File: config.mk
export PLATFORM = sky130hd
export DESIGN_NAME = tff_counter
export DESIGN_NICKNAME = d
export VERILOG_FILES = /design/src/rtl/tff_counter.sv
export SDC_FILE = /design/constraint.sdc
export NUM_CORES = 1
export LEC_CHECK = 0
export CORE_UTILIZATION = 45
export DETAILED_ROUTE_END_ITERATION = 12
export MAX_ROUTING_LAYER = met4
export PLACE_DENSITY = 0.77
export SYNTH_ARGS = -nofsm -noshare
export SYNTH_HDL_FRONTEND = slang
export SYNTH_SLANG_ARGS = --single-unit
File: constraint.sdc
create_clock -name clk -period 1.9 [get_ports clk]
set_clock_uncertainty 0.1 [all_clocks]
set_input_delay 0.285 -clock clk [delete_from_list [all_inputs] [get_ports clk]]
set_output_delay 0.285 -clock clk [all_outputs]
set_load 0.1 [all_outputs]
File: src/rtl/tff_counter.sv
// WIDTH-bit bank of T stages: toggle bank, modulo up/down counter or hold.
// Supports synchronous clear and load. q and tc are registered one clock behind the state.
module tff_counter #(
  parameter int unsigned     WIDTH   = 4,
  parameter longint unsigned MODULUS = 64'(1) << WIDTH
) (
  input  logic             clk,
  input  logic             rst,
  input  logic             en,
  input  logic [1:0]       mode,
  input  logic [WIDTH-1:0] t,
  input  logic             sclr,
  input  logic             load,
  input  logic [WIDTH-1:0] d,
  output logic [WIDTH-1:0] q,
  output logic             tc
);

  typedef enum logic [1:0] {
    ModeToggle = 2'd0,
    ModeUp     = 2'd1,
    ModeDown   = 2'd2,
    ModeHold   = 2'd3
  } mode_e;

  localparam logic [WIDTH-1:0] ModMax = WIDTH'(MODULUS - 64'd1);

  logic [WIDTH-1:0] s_q, s_d;
  logic             wrap_q, wrap_d;
  logic [WIDTH-1:0] q_q, q_d;
  logic             tc_q, tc_d;

  logic [WIDTH-1:0] up_tog, dn_tog;
  logic             carry_up, carry_dn;

  // Stage i toggles when all lower stages are 1 (up) or all are 0 (down).
  always_comb begin
    up_tog   = '0;
    dn_tog   = '0;
    carry_up = 1'b1;
    carry_dn = 1'b1;
    for (int i = 0; i < int'(WIDTH); i++) begin
      up_tog[i] = carry_up;
      dn_tog[i] = carry_dn;
      carry_up  = carry_up & s_q[i];
      carry_dn  = carry_dn & ~s_q[i];
    end
  end

  always_comb begin
    s_d    = s_q;
    wrap_d = 1'b0;
    if (sclr) begin
      s_d = '0;
    end else if (load) begin
      s_d = d;
    end else if (en) begin
      unique case (mode_e'(mode))
        ModeToggle: s_d = s_q ^ t;
        ModeUp: begin
          // A loaded value above the modulus also wraps straight to zero.
          if (s_q >= ModMax) begin
            s_d    = '0;
            wrap_d = 1'b1;
          end else begin
            s_d = s_q ^ up_tog;
          end
        end
        ModeDown: begin
          if (s_q == '0) begin
            s_d    = ModMax;
            wrap_d = 1'b1;
          end else begin
            s_d = s_q ^ dn_tog;
          end
        end
        ModeHold: s_d = s_q;
        default:  s_d = s_q;
      endcase
    end
  end

  always_comb begin
    q_d  = s_q;
    tc_d = wrap_q;
  end

  always_ff @(posedge clk or negedge rst) begin
    if (!rst) begin
      s_q    <= '0;
      wrap_q <= 1'b0;
      q_q    <= '0;
      tc_q   <= 1'b0;
    end else begin
      s_q    <= s_d;
      wrap_q <= wrap_d;
      q_q    <= q_d;
      tc_q   <= tc_d;
    end
  end

  assign q  = q_q;
  assign tc = tc_q;

endmodule
Yosys cells after proc, flatten, opt, wreduce, memory -nomap -nowiden:

Index checks and enable logic that the tools add are counted.

* $lt $le $gt $ge: 1
* equality and inequality tests: 4
* multiplexer cells: 12
* bitwise operators: 10
* reductions and logical operators: 4

Operators by type and width (count)
* 4-bit 2-to-1 mux: 5
* 4-bit one-hot mux with 3 select lines: 1
* 4-bit XOR: 3
* 1-bit 2-to-1 mux: 5
* 1-bit bitwise AND: 4
* 2-bit equality test, second input constant: 2
* 4-bit >= comparator, second input constant: 1
* 4-bit zero test: 1
* 3-bit != test, second input constant: 1
* 1-bit inverter: 3
* 3-bit nonzero test: 1
* 2-bit by 1-bit equality test with 1-bit output, second input constant: 1
* 2-bit zero test: 1
* 1-bit one-hot mux with 2 select lines: 1
* 2-bit AND reduction: 1

* bits in registers: 10
* input port bits: 15
* output and inout bits: 5
* word-level logic and storage cells: 35

Longest topological paths before layout:

* depth in word-level cells: 9
* depth in mapped cells: 7
* gate-level depth less buffers: 7

Least setup slack after synthesis:

OpenSTA, ideal clock, no wires.

* kind: register to register
* start: register s_q[1] (netlist: q_d[1])
* end: register s_q[1] (netlist: q_d[1])
* library setup time: 0.104 ns
* arrival: 1.394 ns
* required time: 1.696 ns
* path slack: 0.302 ns
* cell stages (with the launch flop): 7
* path buffers: 0
* clock period less this slack: 1.598 ns
* path through: dfrtp_1 inv_1 ha_1 and2b_1 a211oi_1 a211o_1 a221oi_1

* word-level cells in the longest chain between the ends: 6
* elaborated cells between the ends (all ways): 11
* those cells by class: order compare (1); mux (6); bitwise (3); reduce/logical (1)

RTL lines
* start: declaration: line 28 `logic [WIDTH-1:0] s_q, s_d;`
* start signal: assignment: line 90 `s_q <= '0;`
* start signal: assignment: line 95 `s_q <= s_d;`
* 4-bit >= comparator, or another cell as far along: line 62 `if (s_q >= ModMax) begin`
* 4-bit 2-to-1 mux (on tied branches): line 62, 70
* 4-bit one-hot mux with 3 select lines *: line 58 `unique case (mode_e'(mode))`
* 4-bit 2-to-1 mux *: line 57 `end else if (en) begin`
* 4-bit 2-to-1 mux *: line 55 `end else if (load) begin`
* 4-bit 2-to-1 mux *: line 53 `if (sclr) begin`

Every way passes the cells marked *; elsewhere a longest branch is shown, timed or not. The select of a mux whose other input is x is not followed.
A chain may end at the register's enable or synchronous reset.

Worst setup path in the final report:

* start: input mode[0]
* end: register wrap_q (netlist: tc_d)

* word-level cells in the longest chain between the ends: 5
* elaborated cells between the ends (all ways): 6
* those cells by class: eq/ne (2); mux (4)

RTL lines
* start: declaration: line 10 `input logic [1:0] mode,`
* 2-bit equality test / 2-bit by 1-bit equality test with 1-bit output (equally long branches): line 58
* 1-bit one-hot mux with 2 select lines *: line 58
* 1-bit 2-to-1 mux *: line 57
* 1-bit 2-to-1 mux *: line 55
* 1-bit 2-to-1 mux *: line 53
* named net wrap_d: line 29 `logic wrap_q, wrap_d;`
* end signal: assignment: line 96 `wrap_q <= wrap_d;`
* end: declaration: line 29

The timed path passes the listed nets; every way through them passes the cells marked *.

==> summary.txt <==
Floorplan
  – Die height: 41 um
  – Initial core utilization: 50.7%
  – Top-Level Pins: 20
  – Die Area: 0.00168 sq mm
  – Die width: 41 um
  – Row cnt: 13
  – Core Box Area: 0.00135 sq mm

Drt
  – Initial drt markers: 7
  – Via count: 620
  – Residual DRC: 0
  – DR pass1 iterations: 5
  – Routed length per placed instance: 12.4 um
  – Post-DRT Antenna Nets: 0
  – Via/cell ratio: 5.44
  – Final wirelength: 1410 um

Logic synthesis
  – YS warnings: 0
  – Most common flop cell mapped by yosys: dfrtp_1
  – Asr flop ratio synth: 100%
  – Synth Register Bits: 10
  – Cell Area, Synth: 684 sq um
  – Commonest cells post-synth: 10 x dfrtp_1, 7 x ha_1, 6 x inv_1
  – Number of flops mapped to enable cells by yosys: 0
  – Cells after synthesis: 73
  – Synth area leader: dfrtp_1
  – Cell variety after synth: 30
  – Area fraction of the dominant cell type after synthesis: 36.6%
  – Avg Cell Area, Syn: roughly 9.4 sq um
  – Synth area leaders: dfrtp_1 37%, ha_1 13%, xnor2_1 5.1%, a21oi_1 3.7%, inv_1 3.3%
  – Top-count cell post-synth: dfrtp_1
  – Post-synthesis sequential area ratio: 36.6%
  – Post-Syn Nets: 95

Power
  – Combinational power share: 37.2%
  – Clock share of power: a little under a quarter
  – Switching part of the total: approximately a third
  – Sequential share of power: 39.9%
  – Worst vdd ir: 0.286 mV
  – Power Total: 0.618 mW
  – Internal: between 0.4 and 0.5 mW
  – Switching power: 0.216 mW
  – P_leak: 0.432 nW
  – P per Cell Area: 656 mW/mm^2

Placed design
  – HPWL Detailed: approximately 1100 um
  – Setup WS pre-CTS: -0.150 ns
  – Dpl cells: 111
  – Port bufs: 19
  – GPL Wtd Cong: between 0.7 and 0.8

Critical path
  – Worst r2r path cells: 6
  – End of the worst register-to-register path: q_d[1]$_DFFE_PN0P_
  – RR Startpoint: q_d[1]$_DFFE_PN0P_
  – Crit-path max FO: 6
  – Crit path from: mode[0]
  – Reg2reg setup slack: 0.16 ns
  – Critical Path AT: 1.86 ns
  – Kind of critical path: in -> reg
  – Worst Setup End Kind: flop
  – Critical path startpoint category: input pin
  – Worst Path Required: 2.00 ns

CTS
  – CTS tree: built
  – CTS Sinks: 10
  – Number of post-CTS setup repair buffers: 0
  – Post-cts hold buffer count: 0
  – TritonCTS buffer count: 3
  – Cts repair resizes: 0
  – Reg clk slew, reported paths: about 0.070 ns
  – Clock latency on the worst-skew pair: 0.26 ns
  – Deepest clock path buffer count: 2
  – H-tree depth: 1
  – Clock root buffer: clkbuf_4

STA
  – Fmax: 566 MHz
  – Final Critical Period: 1.77 ns
  – PnR worst setup slack: between 0.1 and 0.15 ns
  – Tcrit/Tclk final: 92.9%
  – Worst Tran Pin Value: 0.465 ns
  – Final setup vio count: 0
  – RSZ-0062 raised after global routing: false
  – Setup TNS: 0 ns
  – Slew headroom: 68.9%
  – Final Hold Viols: 0
  – Final slew viol count: 0

Min path
  – Hold Path Class: in -> async

Finish
  – N_diodes: 0
  – Non-Filler Instances: 114
  – Syn-to-layout area delta: 37.7%
  – Share of cells above drive strength 1: 18.2%
  – Nets: 123

Global routing
  – Grt ovf: 0
  – First-pass GRT wire length: around 2100 um
  – Initial antenna violation count: 0
  – Largest net degree at the start of global routing: 12
  – Gr usage total: 20.0%
  – Vias in the first global route: 500

Run status
  – Status: finished, final reports clean

Flow run
  – Max-Cap Viols: 0
cells in the final DEF, fill, tap and decap left out, types with 2 or more instances in the layout:
cell,n
a211oi_1,2
a21boi_0,2
a21oi_1,5
a221oi_1,2
buf_4,12
clkbuf_4,3
clkdlybuf4s50_1,14
dfrtp_1,10
ha_1,7
inv_1,6
nand2_1,4
nand2b_1,3
nand3_1,2
nor2_1,2
nor2b_1,2
o21ai_0,4
o22ai_1,2
xnor2_1,4
area by class of cell:
class                   count  area (sq um)
multi-input cells          54           398
repair buffers             26           230
clock buffers               3          22.5
fillers                   127           408
flip-flops and latches     10           250
inverters                   6          22.5
well taps                  15          18.8
worst max path at each step:
stage	end	slack (ns)
2_1_floorplan	q_d[1]$_DFFE_PN0P_	0.30
3_3_place_gp	q_d[2]$_DFFE_PN0P_	-0.10
3_5_place_dp	tc_d$_DFF_PN0_	-0.15
4_1_cts	tc_d$_DFF_PN0_	0.13
5_1_grt	q_d[1]$_DFFE_PN0P_	0.02
6_report	tc_d$_DFF_PN0_	0.13
cell families after synthesis:
group,count (synthesis),share of synthesized area (%)
AOI/OAI and AO/OA,22,21.0
xor gates and xnor gates,4,5.12
DFF,10,36.6
buffers and inverters,9,5.30
adders and majority gates,7,12.8
and+or+nand+nor,21,19.2
critical path, cell delays in order:
cell             delay, ns
clkdlybuf4s50_1       0.51
inv_1                 0.06
ha_1                  0.36
or4b_1                0.53
a21oi_1               0.12
metal layers:
layer,vias to the layer above,GRT usage (%),share of wire (%)
met1,278,25.0,44
met2,27,30.9,50
met3,3,4.89,5.6
met4,0,7.50,0.85
li1,312,-,-
met5,-,-,0
through the flow:
| stage | utilization (%) | area, sq um | hold WS [ns] |
|---|---|---|---|
| 2_1_floorplan | - | 684 | -0.111 |
| 3_3_place_gp | 68.1 | 920 | 0.235 |
| 3_5_place_dp | 68.1 | 920 | 0.239 |
| 4_1_cts | 69.8 | 942 | 0.246 |
| 5_1_grt | 69.8 | 942 | 0.264 |
| 6_report | 69.8 | 942 | 0.238 |
power by group through the flow:
| stage | Combinational (mW) | Sequential (mW) | Clock [mW] |
|---|---|---|---|
| final | 0.230 | 0.247 | 0.141 |
| after global routing | 0.250 | 0.250 | 0.158 |
| after CTS | 0.232 | 0.247 | 0.145 |
| after detailed placement | 0.232 | 0.250 | 0 |
| after global placement | 0.227 | 0.250 | 0 |
| after floorplan | 0.0965 | 0.302 | 0 |
registers in the layout, indices dropped and copies added (netlist names):
signal / count
tc: 1
q: 4
tc_d: 1
q_d: 4
Power figures use the tool's default switching activity.
